## src/rtl/rect_cmd_arbiter.sv

```systemverilog
// Round-robin arbiter and sequencer that feeds N_REQ rectangle command sources into one shared rasterizer.
// Latency: the command is held on rs_* from the edge after accept; rs_start is high for the next cycle; cmd_done follows rs_done by one cycle.
// Backpressure: one-hot req_ready is raised only in IDLE. Optional RECT_ARB_COORD_CHECK_EN completes inverted rectangles at once with cmd_err.
`timescale 1ns/1ps
module rect_cmd_arbiter #(
  parameter int N_REQ = 4,
  parameter int ID_W  = $clog2(N_REQ)
) (
  input  logic                clk,
  input  logic                rst_n,
  input  logic [N_REQ-1:0]    req_valid,
  output logic [N_REQ-1:0]    req_ready,
  input  logic [N_REQ*57-1:0] req_cmd,
  output logic                rs_start,
  output logic [7:0]          rs_x0,
  output logic [7:0]          rs_y0,
  output logic [7:0]          rs_x1,
  output logic [7:0]          rs_y1,
  output logic                rs_fill,
  output logic [23:0]         rs_color,
  input  logic                rs_done,
  output logic                busy,
  output logic [ID_W-1:0]     cur_id,
  output logic                cmd_done,
  output logic [ID_W-1:0]     cmd_id,
  output logic                cmd_err
);

  localparam int CMD_W = 57;
  localparam logic [1:0] S_IDLE  = 2'd0;
  localparam logic [1:0] S_START = 2'd1;
  localparam logic [1:0] S_WAIT  = 2'd2;
  localparam logic [1:0] S_DONE  = 2'd3;

  logic [1:0]       state;
  logic [ID_W-1:0]  rr_ptr;
  logic             gnt_vld;
  logic [ID_W-1:0]  gnt_id;
  logic [ID_W-1:0]  idx;
  logic [CMD_W-1:0] slot [N_REQ];
  logic [CMD_W-1:0] gnt_cmd;
  logic             accept;
  logic             cmd_bad;

  always_comb begin
    for (int i = 0; i < N_REQ; i++) begin
      slot[i] = req_cmd[i*CMD_W +: CMD_W];
    end
  end

  // Scan from the farthest offset down so the nearest valid requester after rr_ptr wins.
  always_comb begin
    idx     = '0;
    gnt_vld = 1'b0;
    gnt_id  = '0;
    for (int k = N_REQ; k >= 1; k--) begin
      idx = ID_W'((int'(rr_ptr) + k) % N_REQ);
      if (req_valid[idx]) begin
        gnt_vld = 1'b1;
        gnt_id  = idx;
      end
    end
  end

  assign gnt_cmd   = slot[gnt_id];
  assign accept    = (state == S_IDLE) && gnt_vld;
  assign req_ready = (accept && rst_n) ? (N_REQ'(1) << gnt_id) : '0;

`ifdef RECT_ARB_COORD_CHECK_EN
  logic err_q;

  assign cmd_bad = (gnt_cmd[40:33] < gnt_cmd[56:49]) || (gnt_cmd[32:25] < gnt_cmd[48:41]);

  always_ff @(posedge clk) begin
    if (!rst_n) begin
      err_q <= 1'b0;
    end else if (accept) begin
      err_q <= cmd_bad;
    end
  end

  assign cmd_err = (state == S_DONE) && err_q;
`else
  assign cmd_bad = 1'b0;
  assign cmd_err = 1'b0;
`endif

  always_ff @(posedge clk) begin
    if (!rst_n) begin
      state    <= S_IDLE;
      rr_ptr   <= ID_W'(N_REQ - 1);
      cur_id   <= '0;
      rs_x0    <= '0;
      rs_y0    <= '0;
      rs_x1    <= '0;
      rs_y1    <= '0;
      rs_fill  <= 1'b0;
      rs_color <= '0;
    end else begin
      case (state)
        S_IDLE: begin
          if (accept) begin
            rs_x0    <= gnt_cmd[56:49];
            rs_y0    <= gnt_cmd[48:41];
            rs_x1    <= gnt_cmd[40:33];
            rs_y1    <= gnt_cmd[32:25];
            rs_fill  <= gnt_cmd[24];
            rs_color <= gnt_cmd[23:0];
            cur_id   <= gnt_id;
            rr_ptr   <= gnt_id;
            state    <= cmd_bad ? S_DONE : S_START;
          end
        end
        S_START: state <= S_WAIT;
        S_WAIT:  if (rs_done) state <= S_DONE;
        default: state <= S_IDLE;
      endcase
    end
  end

  assign rs_start = (state == S_START);
  assign busy     = (state != S_IDLE);
  assign cmd_done = (state == S_DONE);
  assign cmd_id   = (state == S_DONE) ? cur_id : '0;

endmodule
```

## config.mk

```make
export PLATFORM = sky130hd
export DESIGN_NAME = rect_cmd_arbiter
export DESIGN_NICKNAME = d
export VERILOG_FILES = /design/src/rtl/rect_cmd_arbiter.sv
export SDC_FILE = /design/constraint.sdc
export NUM_CORES = 1
export LEC_CHECK = 0
export ABC_AREA = 1
export CAP_MARGIN = 20
export CELL_PAD_IN_SITES_DETAIL_PLACEMENT = 2
export CELL_PAD_IN_SITES_GLOBAL_PLACEMENT = 2
export CORE_ASPECT_RATIO = 1.75
export CORE_MARGIN = 1
export CORE_UTILIZATION = 20
export CTS_BUF_LIST = sky130_fd_sc_hd__clkbuf_2
export DETAILED_ROUTE_END_ITERATION = 8
export PLACE_DENSITY = 0.95
export SLEW_MARGIN = 20
export SYNTH_ARGS = -nofsm -noshare
export SYNTH_HDL_FRONTEND = slang
export SYNTH_SLANG_ARGS = --single-unit
```

## constraint.sdc

```tcl
create_clock -name clk -period 3.23 [get_ports clk]
set_input_delay 0.4845 -clock clk [delete_from_list [all_inputs] [get_ports clk]]
set_output_delay 0.4845 -clock clk [all_outputs]
set_load 0.005 [all_outputs]
```

* Word-level counts from Yosys, hierarchy flattened
Index checks and enable logic that the tools add are counted.
** Word-level totals
- Register bits :: 63
- Input port bits :: 235
- Output and inout bits :: 69
** Cells by class
- Order comparisons :: 5
- Shift-type cells :: 1
- Equal/unequal tests :: 5
- $add $sub $neg :: 4
- Reductions and logical operators :: 6
- Bitwise logic cells :: 1
- Mux-type cells :: 24
** Operators by type and width (number)
- binary-select mux 57 bit (select 2 bit) :: 1
- two-way mux 57 bit :: 2
- two-way mux 2 bit :: 7
- less-than comparator 2 x 3 -> 1 bit, second input constant :: 4
- binary-select mux 1 bit (select 2 bit) :: 4
- two-way mux 1 bit :: 8
- one-hot mux 2 bit (3 select lines) :: 1
- adder 2 x 1 -> 2 bit, second input constant :: 2
- adder 2 bit, second input constant :: 2
- equality test 2 bit, second input constant :: 2
- two-way mux 4 bit :: 1
- != test 2 bit, second input constant :: 2
- AND reduction 2 bit :: 2
- left shift 1 x 2 -> 4 bit, first input constant :: 1
- greater-or-equal comparator 3 bit, second input constant :: 1
- inverter 2 -> 3 bit :: 1
- equality test 2 x 1 -> 1 bit, second input constant :: 1
- logical AND 1 bit :: 2
- logical NOT 2 bit :: 1
- nonzero test 2 bit :: 1

* Logic depth before layout (Yosys ltp)
Gate-level depths: netlist of the first run.
- Word-level depth :: 11
- Depth in mapped cells :: 15
- Depth with buffers taken out :: 13

* Worst setup path after synthesis of the first run
No wires, ideal clock.
- Path kind :: register to output
- Start point :: register rr_ptr[0]
- End point :: output req_ready[1]
- Setup slack :: 1.137 ns
- Data arrival time :: 1.608 ns
- Path buffers :: 3
- Stages on the path, launching flop included :: 14
- Data required time :: 2.745 ns
- Cells stage by stage :: dfxtp_1 -> buf_4 -> nand2_1 -> nand2_1 -> nand2_1 -> nand2_1 -> nand2_1 -> nand3_2 -> nand2_1 -> buf_6 -> buf_6 -> inv_2 -> nand3_1 -> nor2_1
** On the way
- Word-level cells in the longest chain between the ends :: 10
- Elaborated cells on any way between the ends :: 24
- Those cells by class :: add/sub: 4; shift: 1; mux: 17; reduce/logical: 2
** Ends and longest elaborated chain
- start: declaration :: line 36 : logic [ID_W-1:0] rr_ptr;
- start signal: assignment :: line 91 : rr_ptr <= ID_W'(N_REQ - 1);
- start signal: assignment :: line 110 : rr_ptr <= gnt_id;
- adder 2 x 1 -> 2 bit :: line 57 : idx = ID_W'((int'(rr_ptr) + k) % N_REQ);
- binary-select mux 1 bit (select 2 bit) :: line 58 : if (req_valid[idx]) begin
- two-way mux 1 bit (implied by the code) :: line 58
- two-way mux 1 bit (4 in a row) :: line 58
- logical AND 1 bit :: line 66 : assign accept = (state == S_IDLE) && gnt_vld;
- logical AND 1 bit :: line 67 : assign req_ready = (accept && rst_n) ? (N_REQ'(1) << gnt_id) : '0;
- two-way mux 4 bit * :: line 67
- end: declaration :: line 12 : output logic [N_REQ-1:0] req_ready,
Mark *: on every way between the ends. The rest lies on a longest branch, timed or not. The select of a mux whose other input is x is not followed.

* Worst setup path in the final report of the first run
- Start point :: register rr_ptr[0]
- End point :: output req_ready[0]
Same word-level chain as after synthesis.

==> results of run 1 <==
## where the power goes
| part | internal, mW | switching (mW) |
|---|---|---|
| Clock | 0.179 | 0.345 |
| Combinational | 2.43 | 4.33 |
| Sequential | 1.11 | 0.207 |
| Total | 3.72 | 4.88 |
## layer usage
metal  vias up  global-route usage, %
met5         -                      0
met4         0                   14.8
met3        92                   3.65
met2       252                   42.7
met1      3899                   21.1
li1       3789                      -
## timing repair
| action | CTS | global route |
|---|---|---|
| setup buffers | 4 | 2 |
| resized for setup | 8 | 18 |
| setup endpoints to repair | 4 | 4 |
| pin swaps | 0 | 4 |
## synthesized netlist by cell type
cell,n
buf_4,13
o211ai_1,1
nor3_1,2
nor2_1,120
o21ai_0,3
nand2_1,162
buf_6,3
buf_1,5
o21ai_2,1
buf_2,28
ha_1,4
o21ai_1,1
nand3_1,348
a221oi_1,1
clkbuf_1,26
nand3_2,2
conb_1,1
a21oi_1,3
inv_2,4
inv_1,298
clkinv_1,1
dfxtp_1,63
## worst paths after layout
check | startpoint | endpoint | slack (ps) | cells after the start
worst max-delay path | rr_ptr[0]$_SDFFE_PN1P_ | req_ready[0] | 450 | 10
worst min-delay path | cur_id[1]$_SDFFE_PN0P_ | cur_id[1]$_SDFFE_PN0P_ | 580 | 2
worst max register to register | rr_ptr[0]$_SDFFE_PN1P_ | rs_x1[3]$_SDFFE_PN0P_ | 740 | 14
worst min register to register | cur_id[1]$_SDFFE_PN0P_ | cur_id[1]$_SDFFE_PN0P_ | 580 | 2
## layout make-up
type	instances	area (µm²)	area share, %
clock inverters	5	48.8	0.527
inverters	303	1140	12.3
multi-input cells	649	3020	32.7
flip-flops and latches	63	1270	13.7
diodes	8	20.0	0.216
clock buffers	11	55.1	0.595
well taps	373	467	5.04
repair buffers	322	3230	34.9
## sequential cells by signal (all words and copies together) (netlist names)
| name | count |
|---|---|
| rs_y1 | 8 |
| rs_color | 24 |
| rs_y0 | 8 |
| rs_x1 | 8 |
| rs_fill | 1 |
| rs_x0 | 8 |
| cur_id | 2 |
| rr_ptr | 2 |
| state | 2 |
## logic make-up after synthesis
logic type                 count (synthesis)  synth area share [%]
and+or+nand+nor                          634                  49.4
other                                      1                0.0654
AOI/OAI and AO/OA                         10                  1.05
DFF                                       63                  22.0
buffers and inverters                    378                  26.6
adders and majority gates                  4                 0.873
## worst register-to-register path: stages (launching register included)
cell	delay, ps
dfxtp_4	410
buf_6	140
nand2_1	90
nand2_1	110
nand2_1	90
nand2_2	90
nand2_2	110
nand3_4	90
nand2_2	100
buf_4	610
nand2_1	230
nand3_1	140
nand3_1	90
nand2_1	90
inv_1	40
==> impl_metrics.tcl, run 1 <==
set metrics [dict create \
    run_status "completed" \
    mostFrequentLayoutCells "344 x nand3_1, 298 x inv_1, 298 x clkdlybuf4s50_1" \
    fill_cells 3483 \
    synth_area_leaders "nand3_1 30%, dfxtp_1 22%, inv_1 20%, nand2_1 11%, nor2_1 7.9%" \
    crit_chain "buf_6 -> nand2_1 -> nand2_2 -> nand2_1 -> o21ai_1 -> nand2_1 -> o21ai_4 -> buf_4 -> nor3_1 -> dlymetal6s2s_1" \
    wirelength_um 33000 \
    netlist_instances 1090 \
    layout.cells.non_filler 1734 \
    coreArea_um2 28100 \
    drtIter0Drc 221 \
    max-vdd-ir-drop_mv 0.688 \
    cp_common_cell "nand2_1" \
    route.vias.total 8032 \
    grt_max_degree 115 \
    finalSetupTns_ps 0 \
    gp_congestion 0.837 \
    syn_area_um2 5730 \
    antenna_found_initial 6 \
    die_x_um 130 \
    clock_skew_ps 38.0 \
    clockBufferDepth 2 \
    fin_ws_ps 454 \
    start_util_pct 20.4 \
    dp.cells 1704 \
    cts_buffers 9 \
    worstSetupStartpointType "flop" \
    ys_seq_area_share_pct 22.0 \
    post-route-period-util_pct 85.9 \
    synth_nets 1329 \
    core.rowCount 81 \
    synth_seq_cells 63 \
    wl_met3_um 1240 \
    syn_to_final_growth_pct 61.5 \
    slowest_stage "dfxtp_4" \
    hold_violations 0 \
    dp_hpwl_um 23900 \
    slew_violations 0 \
    m1WireLength_um 11600 \
    clk_pin_slew_ps 230 \
    met2_length_um 18300 \
    period_minus_slack_ps 2780 \
    fin_util_pct 33.0 \
    mostFrequentLayoutCell "nand3_1" \
    clock_sinks 63 \
    cp-end-kind "primary output" \
    hp-class "reg -> reg" \
    max_freq_mhz 360 \
    pre_cts_ws_ps 85.3 \
    slowest_delay_ps 430 \
    hold_slack_ps 578 \
    maxCapViolCount 0 \
    crit_type "reg -> out" \
    cp_top_family "buffers and inverters" \
    ys_types 22 \
    grt_pass1_wl_um 48800 \
    die_h_um 226 \
    routed.top_layer "met4" \
    critPathRequiredTime_ps 2750 \
    viasPerCell 4.63 \
    place_area_um2 9020 \
    grt_use_total_pct 22.2 \
    drive_gt1_share_pct 4.58 \
    cts-hold-fix-buffers 0 \
    first_global_vias 9022 \
    final_cell_area_um2 9250 \
    yosys.area.top_type_share_pct 30.4 \
    power_density_nw_per_um2 930 \
    slew-limit-headroom_pct 47.1 \
    finalSetupViolations 0 \
    tritoncts "done" \
    p_leak_nw 5.12 \
    yosysWarnings 0 \
    post_synth.cell_area_avg_um2 5.26 \
    cp_max_fo 11 \
    nets 1587 \
    cp_data_arrival_time_ps 2290 \
    worst_pin_slew_ps 794 \
    design.die.area_um2 29400 \
    cts-htree-levels 3 \
    crit_buf_inv 3 \
    rsz0062_at_grt "false" \
    ios 304 \
    power_mw 8.60 \
    io_buffers 302 \
    route.detailed.wl_per_inst_um 19.1 \
    dr.pass1.iters 4 \
    synth_top_cell_by_area "nand3_1" \
    gr-total-overflow 0 \
    root_buffer "clkbuf_2" \
    antenna_left 0 \
    clk_latency_ps 590 \
    drc 0 \
]
(Power assumes the default switching activity.)
==> inputs of run 2 (changes only) <==
--- a/config.mk
+++ b/config.mk
@@ -9,10 +9,10 @@
 export CAP_MARGIN = 20
 export CELL_PAD_IN_SITES_DETAIL_PLACEMENT = 2
 export CELL_PAD_IN_SITES_GLOBAL_PLACEMENT = 2
-export CORE_ASPECT_RATIO = 1.75
 export CORE_MARGIN = 1
 export CORE_UTILIZATION = 20
 export CTS_BUF_LIST = sky130_fd_sc_hd__clkbuf_2
+export CTS_CLUSTER_SIZE = 8
 export DETAILED_ROUTE_END_ITERATION = 8
 export PLACE_DENSITY = 0.95
 export SLEW_MARGIN = 20
==> run 2 against run 1 <==
Compared with the run above: combinational power fell by 0.7%; clock skew rose by 30 ps; critical path depth did not move; critical path type unchanged; final area barely moved; non-clock buffer count fell by 5; global-route usage fell by 1.3 points; worst setup slack improved by 41 ps; clock-buffer cell count fell by 2; worst hold slack got worse by 21 ps; clock power rose by 4%.
==> impl_metrics.tcl, run 2 (synthesis results as in run 1) <==
set metrics [dict create \
    run_status "completed" \
    tritoncts "done" \
    die_h_um 171 \
    grt_use_total_pct 20.9 \
    antenna_left 0 \
    clk_latency_ps 570 \
    coreArea_um2 28000 \
    start_util_pct 20.5 \
    grt_pass1_wl_um 47000 \
    multiInputGateArea_um2 3030 \
    gp_congestion 0.871 \
    clock_sinks 63 \
    max_freq_mhz 366 \
    regMostFlops "rs_color" \
    slew-limit-headroom_pct 45.7 \
    ff_latch_area_um2 1270 \
    dp.cells 1705 \
    clock_skew_ps 67.8 \
    cp_max_fo 8 \
    dr.pass1.iters 4 \
    maxCapViolCount 0 \
    period_minus_slack_ps 2730 \
    design.die.area_um2 29300 \
    slew_violations 0 \
    cts_buffers 9 \
    layout.cells.non_filler 1727 \
    hp-class "reg -> reg" \
    whs_endpoint "cur_id[1]$_SDFFE_PN0P_" \
    ios 304 \
    die_x_um 171 \
    reg2reg_depth 12 \
    gr-total-overflow 0 \
    largest_register_ff_count 24 \
    drc 0 \
    clockBufferDepth 2 \
    route.detailed.wl_per_inst_um 17.9 \
    finalSetupViolations 0 \
    crit_type "reg -> out" \
    drtIter0Drc 234 \
    core.rowCount 61 \
    hold_path_startpoint "cur_id[1]$_SDFFE_PN0P_" \
    cts-hold-fix-buffers 0 \
    critPathRequiredTime_ps 2750 \
    first_global_vias 8741 \
    hold_violations 0 \
    worst_pin_slew_ps 814 \
    p_leak_nw 5.11 \
    grt_max_degree 115 \
    root_buffer "clkbuf_2" \
    fill_cells 3463 \
    drive_gt1_share_pct 4.23 \
    mostFrequentLayoutCell "nand3_1" \
    finalSetupTns_ps 0 \
    post-route-period-util_pct 84.7 \
    rsz0062_at_grt "false" \
    antenna_found_initial 2 \
    wirelength_um 30900 \
    syn_to_final_growth_pct 61.6 \
    cts-htree-levels 3 \
    hold_depth 2 \
    nets 1582 \
    clk_pin_slew_ps 270 \
    route.vias.total 7930 \
    worstSetupStartpointType "flop" \
    viasPerCell 4.59 \
    max-vdd-ir-drop_mv 0.845 \
    cp_data_arrival_time_ps 2250 \
    dp_hpwl_um 22300 \
    io_buffers 302 \
    r2r_slack_ps 720 \
    power_mw 8.57 \
    mostFrequentLayoutCells "344 x nand3_1, 298 x inv_1, 298 x clkdlybuf4s50_1" \
    r2r-end "rs_x1[3]$_SDFFE_PN0P_" \
    timing.rr.start "rr_ptr[0]$_SDFFE_PN1P_" \
    power_density_nw_per_um2 926 \
    cp-end-kind "primary output" \
]
[run 2: cell types whose count changed in the layout (fill, tap and decap cells not counted), moves of 2 or more]
cell | previous run | this run
nor2_2 | 2 | 0
nand2_1 | 152 | 150
nor2_1 | 117 | 119
buf_12 | 3 | 6
clkbuf_2 | 11 | 9
diode_2 | 8 | 1
clkinv_2 | 3 | 1
clkinv_4 | 0 | 2
buf_4 | 15 | 8
[run 2: critical path: stages, from the launching register on]
cell and delay (ps):
dfxtp_4 470, buf_4 160, nand2_1 60, nand2_2 90, nand2_2 80, o21ai_1 120, nand2_1 130, o21ai_4 210
inv_2 80, nor3_1 180, dlymetal6s2s_1 150
[run 2: through the flow]
step	hold slack (ps)	worst slack (ps)	instance area, µm²	util, %
6_report	557	495	9260	33.1
5_1_grt	575	259	9260	33.1
4_1_cts	532	13.5	9180	32.8
3_5_place_dp	528	137	9030	32.2
3_3_place_gp	503	321	9030	32.2
2_1_floorplan	475	1140	5730	-
[run 2: worst max path at each step]
stage | end | depth (start not counted) | slack [ps] | from
floorplan | req_ready[1] | 13 | 1140 | rr_ptr[0]$_SDFFE_PN1P_
CTS | req_ready[1] | 11 | 10 | rr_ptr[0]$_SDFFE_PN1P_
detailed placement | req_ready[1] | 13 | 140 | req_valid[0]
global route | req_ready[2] | 10 | 260 | rr_ptr[0]$_SDFFE_PN1P_
finish | req_ready[2] | 10 | 500 | rr_ptr[0]$_SDFFE_PN1P_
global placement | req_ready[3] | 13 | 320 | req_valid[0]
[run 2: layout make-up]
cell class	instances	area share (%)
Sequential cell	63	13.7
Clock buffer	9	0.486
Clock inverter	7	0.784
Multi-Input combinational cell	649	32.7
Antenna cell	1	0.0270
Timing Repair Buffer	317	34.8
Inverter	303	12.4
Tap cell	378	5.11
[run 2: timing repair]
action / 4_1_cts / 5_1_grt
gates cloned: 0 / 0
setup endpoints to repair: 4 / 4
hold endpoints to repair: 0 / 0
pin swaps: 0 / 4
gates resized for setup: 7 / 19
buffers inserted: 2 / 3
[run 2: layer usage]
metal	up-vias	GRT usage, %	routed length [µm]
met1	3829	22.9	12300
met3	40	5.27	2310
met2	278	38.5	15500
met4	2	7.69	764
met5	-	0	10
li1	3781	-	-
[run 2: report_power, final]
part,internal (mW),total (mW),switching (mW),leakage [nW]
clock network,0.180,0.544,0.364,0.0699
registers,1.11,1.32,0.211,0.524
logic,2.46,6.71,4.24,4.52
total,3.76,8.57,4.82,5.11
